## config.mk

```make
export PLATFORM = sky130hd
export DESIGN_NAME = flash_adc_conv_ctrl
export DESIGN_NICKNAME = d
export VERILOG_FILES = /design/src/rtl/flash_adc_conv_ctrl.sv
export SDC_FILE = /design/constraint.sdc
export NUM_CORES = 1
export LEC_CHECK = 0
export ABC_CLOCK_PERIOD_IN_PS = 8600
export BUFFER_PORTS_ARGS = -buffer_cell sky130_fd_sc_hd__buf_4
export CORE_ASPECT_RATIO = 1.75
export CORE_MARGIN = 2
export CORE_UTILIZATION = 60
export CTS_CLUSTER_SIZE = 10
export DETAILED_ROUTE_END_ITERATION = 8
export PLACE_DENSITY = 0.83
export SLEW_MARGIN = 20
export SYNTH_ARGS = -nofsm -noshare
export SYNTH_HDL_FRONTEND = slang
export SYNTH_SLANG_ARGS = --single-unit
```

## constraint.sdc

```tcl
create_clock -name i_clk -period 8.6 [get_ports i_clk]
set_input_delay 0.43 -clock i_clk [delete_from_list [all_inputs] [get_ports i_clk]]
set_output_delay 0.43 -clock i_clk [all_outputs]
set_load 0.03 [all_outputs]
```

## src/rtl/flash_adc_conv_ctrl.sv

```systemverilog
// Conversion controller for a 3-bit flash ADC.
// Strobes the comparator sample/hold and waits for settling.
// Synchronises the thermometer code and encodes it by ones-count with bubble detection.
// Averages 2^AVG_LOG2 samples and returns one rounded result on a valid/ready handshake.
module flash_adc_conv_ctrl #(
    parameter int unsigned SETTLE_CYCLES = 2,
    parameter int unsigned AVG_LOG2      = 2
) (
    input  logic       i_clk,
    input  logic       i_rst_n,
    input  logic       i_start,
    input  logic       i_continuous,
    input  logic [7:0] i_comp_in,
    output logic       o_sample_en,
    output logic       o_busy,
    output logic [2:0] o_res_data,
    output logic       o_res_bubble,
    output logic       o_res_valid,
    input  logic       i_res_ready
);

    localparam int unsigned AccW = 3 + AVG_LOG2;
    localparam int unsigned CntW = AVG_LOG2 + 1;
    localparam int unsigned SetW = 5;

    localparam logic [CntW-1:0] NumSamples = CntW'(2 ** AVG_LOG2);
    // Half an LSB of the shifted result; zero when no averaging is done.
    localparam logic [AccW-1:0] RoundC     = AccW'((2 ** AVG_LOG2) / 2);
    // Settling plus two synchroniser stages.
    localparam logic [SetW-1:0] SettleLast = SetW'(SETTLE_CYCLES + 1);

    typedef enum logic [1:0] {
        StIdle,
        StSettle,
        StSample,
        StOutput
    } state_e;

    state_e           r_state;
    state_e           w_state_nxt;
    logic [SetW-1:0]  r_settle_cnt;
    logic [SetW-1:0]  w_settle_cnt_nxt;
    logic [AccW-1:0]  r_acc;
    logic [AccW-1:0]  w_acc_nxt;
    logic [CntW-1:0]  r_cnt;
    logic [CntW-1:0]  w_cnt_nxt;
    logic             r_bubble;
    logic             w_bubble_nxt;
    logic [2:0]       r_res_data;
    logic [2:0]       w_res_data_nxt;
    logic             r_res_bubble;
    logic             w_res_bubble_nxt;
    logic [7:0]       r_sync1;
    logic [7:0]       r_sync2;

    logic [6:0]       w_therm;
    logic [2:0]       w_enc;
    logic             w_invalid;
    logic [AccW-1:0]  w_acc_sum;
    logic [CntW-1:0]  w_cnt_sum;
    logic [2:0]       w_rounded;

    // Two-flop synchroniser for the asynchronous comparator outputs.
    always_ff @(posedge i_clk or negedge i_rst_n) begin
        if (!i_rst_n) begin
            r_sync1 <= '0;
            r_sync2 <= '0;
        end else begin
            r_sync1 <= i_comp_in;
            r_sync2 <= r_sync1;
        end
    end

    // Ones-count encoder; a code is legal only if bit0 is clear and bits 7:1 are 0..01..1.
    always_comb begin
        w_therm = r_sync2[7:1];
        w_enc   = '0;
        for (int i = 1; i < 8; i++) begin
            w_enc = w_enc + 3'(r_sync2[i]);
        end
        w_invalid = r_sync2[0] | ((w_therm & (w_therm + 7'd1)) != 7'd0);
        w_acc_sum = r_acc + AccW'(w_enc);
        w_cnt_sum = r_cnt + CntW'(1);
        // Maximum sum plus rounding stays below 8 after the shift, so truncation is safe.
        w_rounded = 3'((w_acc_sum + RoundC) >> AVG_LOG2);
    end

    // State and datapath registers.
    always_ff @(posedge i_clk or negedge i_rst_n) begin
        if (!i_rst_n) begin
            r_state      <= StIdle;
            r_settle_cnt <= '0;
            r_acc        <= '0;
            r_cnt        <= '0;
            r_bubble     <= 1'b0;
            r_res_data   <= '0;
            r_res_bubble <= 1'b0;
        end else begin
            r_state      <= w_state_nxt;
            r_settle_cnt <= w_settle_cnt_nxt;
            r_acc        <= w_acc_nxt;
            r_cnt        <= w_cnt_nxt;
            r_bubble     <= w_bubble_nxt;
            r_res_data   <= w_res_data_nxt;
            r_res_bubble <= w_res_bubble_nxt;
        end
    end

    // Next-state, datapath updates and Moore outputs.
    always_comb begin
        w_state_nxt      = r_state;
        w_settle_cnt_nxt = r_settle_cnt;
        w_acc_nxt        = r_acc;
        w_cnt_nxt        = r_cnt;
        w_bubble_nxt     = r_bubble;
        w_res_data_nxt   = r_res_data;
        w_res_bubble_nxt = r_res_bubble;
        o_sample_en      = 1'b0;
        o_busy           = 1'b1;
        o_res_valid      = 1'b0;

        unique case (r_state)
            StIdle: begin
                o_busy           = 1'b0;
                w_settle_cnt_nxt = '0;
                w_acc_nxt        = '0;
                w_cnt_nxt        = '0;
                w_bubble_nxt     = 1'b0;
                if (i_start || i_continuous) begin
                    w_state_nxt = StSettle;
                end
            end
            StSettle: begin
                o_sample_en = (r_settle_cnt == '0);
                if (r_settle_cnt == SettleLast) begin
                    w_settle_cnt_nxt = '0;
                    w_state_nxt      = StSample;
                end else begin
                    w_settle_cnt_nxt = r_settle_cnt + SetW'(1);
                end
            end
            StSample: begin
                w_acc_nxt    = w_acc_sum;
                w_cnt_nxt    = w_cnt_sum;
                w_bubble_nxt = r_bubble | w_invalid;
                if (w_cnt_sum == NumSamples) begin
                    w_res_data_nxt   = w_rounded;
                    w_res_bubble_nxt = r_bubble | w_invalid;
                    w_state_nxt      = StOutput;
                end else begin
                    w_state_nxt = StSettle;
                end
            end
            StOutput: begin
                o_res_valid = 1'b1;
                if (i_res_ready) begin
                    if (i_continuous) begin
                        // Back-to-back conversion: first strobe lands right after the handshake.
                        w_acc_nxt        = '0;
                        w_cnt_nxt        = '0;
                        w_bubble_nxt     = 1'b0;
                        w_settle_cnt_nxt = '0;
                        w_state_nxt      = StSettle;
                    end else begin
                        w_state_nxt = StIdle;
                    end
                end
            end
            default: begin
                w_state_nxt = StIdle;
            end
        endcase
    end

    assign o_res_data   = r_res_data;
    assign o_res_bubble = r_res_bubble;

endmodule
```

Yosys cells after proc, flatten, opt, wreduce, memory -nomap -nowiden
Index checks and enable logic that the tools add are counted.
{"block": "totals", "regBits": 36, "input_bits": 13, "out_inout_bits": 7, "elab_cells": 62}
{"block": "classes", "n_addsub": 11, "eq_ne": 9, "muxes": 20, "bitwise": 3, "reduce_logical": 10}
{"op": "5-bit case mux with 3 select lines", "n": 2}
{"op": "5-bit two-way mux", "n": 3}
{"op": "3-bit by 1-bit adder with 3-bit output", "n": 4}
{"op": "3-bit case mux with 3 select lines", "n": 1}
{"op": "3-bit AND reduction", "n": 3}
{"op": "2-bit two-way mux", "n": 4}
{"op": "2-bit inequality test, second input constant", "n": 4}
{"op": "2-bit case mux with 4 select lines", "n": 1}
{"op": "7-bit by 1-bit adder with 7-bit output, second input constant", "n": 1}
{"op": "7-bit AND", "n": 1}
{"op": "7-bit nonzero test", "n": 1}
{"op": "1-bit two-way mux", "n": 6}
{"op": "3-bit two-way mux", "n": 2}
{"op": "3-bit nonzero test", "n": 2}
{"op": "5-bit by 1-bit adder with 5-bit output, second input constant", "n": 1}
{"op": "5-bit by 2-bit adder with 5-bit output, second input constant", "n": 1}
{"op": "5-bit by 3-bit adder with 5-bit output", "n": 1}
{"op": "5-bit by 2-bit equality test with 1-bit output, second input constant", "n": 1}
{"op": "5-bit zero test", "n": 1}
{"op": "2-bit equality test, second input constant", "n": 2}
{"op": "2-bit by 1-bit adder with 3-bit output", "n": 1}
{"op": "3-bit by 1-bit adder with 3-bit output, second input constant", "n": 1}
{"op": "3-bit equality test, second input constant", "n": 1}
{"op": "1-bit case mux with 3 select lines", "n": 1}
{"op": "6 further kinds", "n": 7}

Logic depth before layout (Yosys ltp)
Gate-level depths: netlist (run 1).
{"block": "depth", "depth_word": 8, "depth_mapped": 12, "depth_no_buf": 12}

Worst setup path after synthesis (run 1)
Ideal clock, no wire load.
{"block": "synth_timing", "path_type": "register -> register", "startpoint": "register r_acc[0]", "endpoint": "register r_res_data[1], in the netlist o_res_data[1]", "setup_time_ps": 125, "arrival_ps": 3668, "t_required_ps": 8475, "slack_ps": 4808, "path_stages_with_launch": 13, "path_buffers": 0, "synth_period_minus_slack_ps": 3792, "path_cell_list": "dfrtp_1 fa_1 inv_1 fa_1 fa_1 inv_1 ha_1 fa_1 xnor2_1 inv_1 ha_1 xnor3_1 mux2_2"}
{"block": "synth_between", "elab_chain_len": 2}
{"item": "start, declared", "line_no": "43", "text": "logic [AccW-1:0] r_acc;"}
{"item": "start signal, assigned", "line_no": "101", "text": "r_acc <= w_acc_nxt;"}
{"item": "5-bit by 3-bit adder with 5-bit output", "line_no": "82", "text": "w_acc_sum = r_acc + AccW'(w_enc);"}
{"item": "5-bit by 2-bit adder with 5-bit output", "line_no": "85", "text": "w_rounded = 3'((w_acc_sum + RoundC) >> AVG_LOG2);"}
{"item": "end signal, assigned", "line_no": "104", "text": "r_res_data <= w_res_data_nxt;"}
{"item": "end, declared", "line_no": "49", "text": "logic [2:0] r_res_data;"}
Every way passes these cells.
A chain may end at the register's enable or synchronous reset.

Worst setup path in the final report (run 1)
Same ends and word-level chain as after synthesis.

==> run_results.csv, run 1 <==
group,metric,value,unit
synth,ys_top_cells_by_count,"dfrtp_1, inv_1, nand2_1, o21ai_0, ha_1",
finish,fill_cells,188,
global_routing,grt_pass1_vias,1204,
synth,syn_area_per_cell,11.47,µm²
synth,synthTopCellsByArea,"dfrtp_1, ha_1, fa_1",
die,die_h,74.37,µm
timing,drv_slew,0,
worst_setup_path,r2r_cells,12,
die,coreArea,2690,µm²
synth,async_flop_share,100.0,%
timing,finClkSkew,0.006739,ns
finish,final_nets,203,
cts,clockBufferDepth,2,
die,die_w,44.21,µm
cts,root_buffer,"clkbuf_8",
worst_setup_path,arrival,4.21,ns
cts,cts_resized,0,
placement,place_ws,4.573,ns
outcome,status,"completed",
cts,post_cts.repair.setup_buffers,0,
cts,insertion_delay,0.29,ns
worst_setup_path,cp_max_fo,4,
timing,hold_ws,0.07913,ns
cts,cts.clk_slew.worst_paths,0.07,ns
worst_hold_path,hold_path.class,"input pin to async pin",
placement,placed_area,1874,µm²
timing,setup_viol_count_final,0,
synth,synth_cell_types,31,
routing,first_pass_iters,4,
global_routing,antenna_found_initial,0,
timing,fmax,247.9,MHz
timing,rsz0062_at_grt,"false",
synth,yosysSeqAreaShare,53.06,%
timing,relSlewSlack,49.11,%
routing,wl_per_cell,15.80,µm
cts,htreeDepth,2,
cts,hold_buffers,0,
power_and_ir_drop,p_leak,0.9939,nW
die,die_area,3288,µm²
routing,drtIter0Drc,20,
global_routing,grt_pass1_wl,5161,µm
finish,fin_util,72.93,%
worst_setup_path,critPathRequiredTime,8.78,ns
timing,period_needed,4.034,ns
cts,cts_tree,"yes",
synth,ys_ff_latch,36,
worst_setup_path,reg2reg_to,"o_res_data[1]",
routing,drc,0,
synth,synth_top_cell_by_area,"dfrtp_1",
finish,final_layout_size_suffix_gt1_share,18.86,%
synth,synth_top_area_share,53.06,%
power_and_ir_drop,p_per_area,358.2,nW/µm²
global_routing,grtUsageTotal,22.94,%
placement,dp_hpwl,2450,µm
global_routing,overflow,0,
synth,netlist_area,1698,µm²
cts,cts_made_buffers,5,
power_and_ir_drop,ir_drop,0.0002402,V
die,io_pins,20,
synth,synth_edf_count,0,
routing,ant_nets,0,
timing,tightest_slew,0.7598,ns
die,start_util,63.12,%
worst_setup_path,rr_startpoint,"r_acc[0]",
synth,synth_nets,177,
global_routing,grt_max_degree,37,
finish,areaGrowthSynthToFinish,15.55,%
routing,wirelength,3191,µm
worst_setup_path,cp-start-kind,"register",
finish,fin_area,1962,µm²
placement,port-buffer-count,19,
die,fp-row-count,25,
synth,synth_flop_cell,"dfrtp_1",
routing,viasPerCell,5.782,
timing,fin_ws,4.566,ns
timing,setup_tns,0,ns
flow_run,cap_viol_max_count,0,
timing,hold_violations,0,
cts,cts.sinks,36,
placement,place.gp.congestion,0.7824,
worst_setup_path,r2r_setup_slack,4.57,ns
worst_setup_path,worst-setup-path-type,"register to register",
synth,syn_inst,148,
synth,synth.most_common_cell,"dfrtp_1",
routing,num_vias,1168,
worst_setup_path,end_kind,"register",
synth,yosysWarnings,0,
finish,antenna_cells,0,
timing,period_share,46.90,%
-- metal layers --
| metal | global-route usage (%) | routed length (µm) |
|---|---|---|
| met4 | 13.80 | 60 |
| met5 | 0 | 0 |
| met2 | 40.20 | 1870 |
| met3 | 6.553 | 78 |
| met1 | 23.39 | 1182 |
-- cell type report --
type                            count  area (µm²)  area share [%]
Inverter                           17       63.81           3.253
Clock inverter                      3       18.77          0.9566
Clock buffer                        5       68.82           3.508
Sequential cell                    36       900.9           45.92
Timing Repair Buffer               19       142.6           7.270
Multi-Input combinational cell     95       733.2           37.37
Tap cell                           27       33.78           1.722
-- worst max-delay path, cell delays in order, from the launching register on --
cell	delay [ns]
dfrtp_1	0.40
fa_1	0.54
inv_1	0.05
fa_1	0.45
fa_1	0.49
inv_1	0.04
ha_1	0.21
fa_1	0.41
xnor2_1	0.38
inv_1	0.12
ha_1	0.23
xnor3_1	0.32
mux2_2	0.27
-- metrics by stage --
stage                     power [mW]  cells
after floorplan               0.4869    148
final                         0.7027    202
after global placement        0.5647    194
after detailed placement      0.5861    194
after global routing          0.7560    202
after CTS                     0.7049    202
-- cell families after synthesis --
kind of cell               after synthesis  synth area share [%]
muxes                                    4                 2.505
xor gates and xnor gates                 4                 2.874
and+or+nand+nor                         34                 8.918
adders and majority gates               16                 13.56
DFF                                     36                 53.06
buffers and inverters                   17                 3.758
AOI/OAI and AO/OA                       37                 15.33
-- cell usage in the layout (no fill, tap or decap) --
master     count
and3_1         1
nand3_1        3
xnor3_1        1
o31ai_2        1
a22o_1         4
fa_1           4
mux2i_1        2
xnor2_1        1
ha_1          12
nor3_1         2
o21a_1         1
inv_1         17
a2111oi_2      2
xor2_1         2
a21oi_1        5
o21bai_1       1
nor2_1         7
nand2_1       17
buf_4         19
mux2_2         2
a211oi_2       1
clkinv_4       1
clkinv_2       2
o211a_1        1
a211oi_1       1
a21o_1         2
dfrtp_1       36
nand2b_1       1
o21ai_0       14
a31oi_1        3
clkbuf_8       5
nor2b_1        1
o41ai_1        1
or3b_1         1
nor4b_1        1
-- how the worst max path moves through the flow --
stage | startpoint | endpoint | slack, ns | cells after the start
6_report | r_acc[0] | o_res_data[1] | 4.57 | 12
5_1_grt | r_acc[0] | o_res_data[1] | 4.39 | 12
4_1_cts | r_acc[0] | o_res_data[1] | 4.56 | 12
3_5_place_dp | r_acc[0] | o_res_data[1] | 4.57 | 12
3_3_place_gp | r_acc[0] | o_res_data[1] | 4.74 | 12
2_1_floorplan | r_acc[0] | o_res_data[1] | 4.81 | 12
-- state kept, by name, indices dropped and copies added (netlist names) --
name,count
r_settle_cnt,5
r_acc,5
r_state,2
o_res_bubble,1
r_sync2,8
r_cnt,3
o_res_data,3
r_bubble,1
r_sync1,8
-- report_power, final --
group / switching, mW / internal, mW
logic: 0.206 / 0.148
clock network: 0.0601 / 0.0563
registers: 0.0290 / 0.204
total: 0.295 / 0.408
No activity file was read; power rests on OpenSTA's default activity.
==> inputs of run 2 (changes only) <==
- ABC_AREA: unset -> 1
- ABC_CLOCK_PERIOD_IN_PS: 8600 -> 3750
- CORE_UTILIZATION: 60 -> 57
- PLACE_DENSITY: 0.83 -> 0.79
- clock period: 8.6 -> 3.75 ns (I/O delays scaled with it)
==> run 2 against run 1 <==
Compared with the run above:
- register-to-register slack worse by 4.2 ns
- wire length is 12% higher
- cell count up 17%
- synthesized cell count grew 20%
- die area increased by 6.4%
- sequential share of layout area down 2.4 points
- combinational power increased by 82%
- first-iteration DRC count grew 45%
- worst setup slack worse by 4.2 ns
==> run_results.csv, run 2 <==
group,metric,value,unit
worst_setup_path,cp_max_fo,3,
timing,tightest_slew,0.4472,ns
timing,period_needed,3.428,ns
synth,synth.most_common_cell,"nand2_1",
synth,synthTopCellsByArea,"dfrtp_1, ha_1, nand2_1",
synth,synth_top_cell_by_area,"dfrtp_1",
worst_setup_path,end_kind,"register",
cts,cts_tree,"yes",
die,die_w,45.58,µm
power_and_ir_drop,p_leak,1.106,nW
finish,fill_cells,207,
timing,period_share,91.40,%
global_routing,overflow,0,
power_and_ir_drop,ir_drop,0.0004694,V
synth,netlist_area,1724,µm²
finish,final_layout_size_suffix_gt1_share,17.22,%
placement,dp_cells,225,
placement,place_ws,0.2910,ns
routing,wl_per_cell,15.13,µm
timing,hold_ws,0.002474,ns
worst_setup_path,r2r_setup_slack,0.32,ns
cts,cts.sinks,36,
worst_setup_path,arrival,3.62,ns
cts,cts.clk_slew.worst_paths,0.07,ns
worst_setup_path,critPathRequiredTime,3.94,ns
global_routing,grt_pass1_vias,1416,
routing,wirelength,3585,µm
cts,hold_buffers,3,
die,io_pins,20,
routing,num_vias,1300,
die,die_area,3498,µm²
worst_hold_path,hold_path.class,"input pin to register",
die,coreArea,2895,µm²
finish,areaGrowthSynthToFinish,19.96,%
timing,hold_violations,0,
cts,cts_resized,0,
synth,synth_edf_count,0,
placement,port-buffer-count,19,
synth,yosysSeqAreaShare,52.25,%
routing,drc,0,
finish,antenna_cells,0,
outcome,status,"completed",
synth,async_flop_share,100.0,%
placement,place.gp.congestion,0.8491,
finish,final_nets,237,
global_routing,grt_pass1_wl,5961,µm
synth,synth_cell_types,23,
finish,layout_common_cells,"nand2_1, dfrtp_1, inv_1",
timing,fmax,291.8,MHz
synth,synth_flop_cell,"dfrtp_1",
worst_setup_path,cp-start-kind,"register",
routing,viasPerCell,5.485,
worst_setup_path,worst-setup-path-type,"register to register",
cts,insertion_delay,0.29,ns
flow_run,cap_viol_max_count,0,
finish,reg_top3,"r_sync1 x8, r_sync2 x8",
timing,finClkSkew,0.007030,ns
timing,drv_slew,0,
die,start_util,59.55,%
global_routing,grtUsageTotal,24.07,%
synth,yosysWarnings,0,
cts,clockBufferDepth,2,
finish,final_common_cell,"nand2_1",
timing,relSlewSlack,70.19,%
synth,synth_top_area_share,52.25,%
cts,root_buffer,"clkbuf_8",
power_and_ir_drop,p_per_area,744.8,nW/µm²
cts,post_cts.repair.setup_buffers,0,
global_routing,grt_max_degree,37,
timing,fin_ws,0.3225,ns
synth,syn_inst,178,
global_routing,antenna_found_initial,0,
synth,syn_area_per_cell,9.686,µm²
routing,first_pass_iters,4,
cts,htreeDepth,2,
timing,rsz0062_at_grt,"false",
synth,ys_top_cells_by_count,"nand2_1, dfrtp_1, inv_1, nand3_1, ha_1",
routing,drtIter0Drc,29,
synth,ys_ff_latch,36,
synth,synth_nets,207,
routing,ant_nets,0,
finish,stdcell_count,237,
timing,setup_viol_count_final,0,
die,die_h,76.76,µm
die,fp-row-count,26,
timing,setup_tns,0,ns
placement,dp_hpwl,2594,µm
cts,cts_made_buffers,5,
==> run 2: per-layer routing <==
layer  track usage (%)  vias to the layer above  wire [µm]
met5                 0                        -          0
met4             18.24                        0        227
met3             5.176                       23         92
met2             40.14                       29       2011
met1             23.95                      618       1254
li1                  -                      630          -
==> run 2: area by class of cell <==
cell class / instances / area, µm² / area share, %
sequential: 36 / 900.9 / 43.56
inverter: 31 / 116.4 / 5.626
timing repair buffer: 23 / 182.7 / 8.832
multi-input combinational: 111 / 706.9 / 34.18
clock inverter: 1 / 30.03 / 1.452
clock buffer: 7 / 96.34 / 4.658
tap: 28 / 35.03 / 1.694
==> run 2: path summary, 6_finish.rpt <==
| check | start | to | cells past startpoint |
|---|---|---|---|
| min | i_comp_in[3] | r_sync1[3] | 1 |
| min reg2reg | r_sync1[5] | r_sync2[5] | 0 |
| max in group asynchronous | i_rst_n | r_sync1[3] | 2 |
| max | r_acc[0] | o_res_data[1] | 15 |
| min in group asynchronous | i_rst_n | o_res_data[0] | 2 |
| max reg2reg | r_acc[0] | o_res_data[1] | 15 |
==> run 2: through the flow <==
| step | util (%) | cell area, µm² | total power, mW |
|---|---|---|---|
| floorplan | - | 1724 | 0.9716 |
| global placement | 65.69 | 1902 | 1.126 |
| CTS | 71.09 | 2058 | 1.547 |
| global route | 71.43 | 2068 | 1.652 |
| detailed placement | 65.69 | 1902 | 1.164 |
| finish | 71.43 | 2068 | 1.540 |
==> run 2: worst max-delay path, cell delays in order (launching register included) <==
cell and delay (ns):
dfrtp_1 0.41, fa_1 0.54, inv_1 0.05, fa_1 0.44, fa_1 0.50, inv_1 0.04, ha_1 0.20, fa_1 0.42
inv_1 0.08, nand2_1 0.05, nand2_1 0.09, inv_1 0.06, ha_1 0.19, nand3b_1 0.15, nand3_1 0.08, nand2_1 0.05
==> run 2: where the power goes <==
part	total (mW)	leakage (nW)	internal [mW]	switching [mW]
Combinational	0.646	0.586	0.243	0.402
Sequential	0.523	0.456	0.458	0.0652
Clock	0.372	0.0645	0.234	0.137
Total	1.54	1.11	0.936	0.605
==> run 2: cells by family after synthesis <==
logic type / share of synthesized area (%)
AND/OR/NAND/NOR: 18.51
adder cells (fa/ha/maj): 13.35
XOR/XNOR: 1.524
AO/OA/AOI/OAI: 7.619
flip-flops: 52.25
buffers and inverters: 6.749
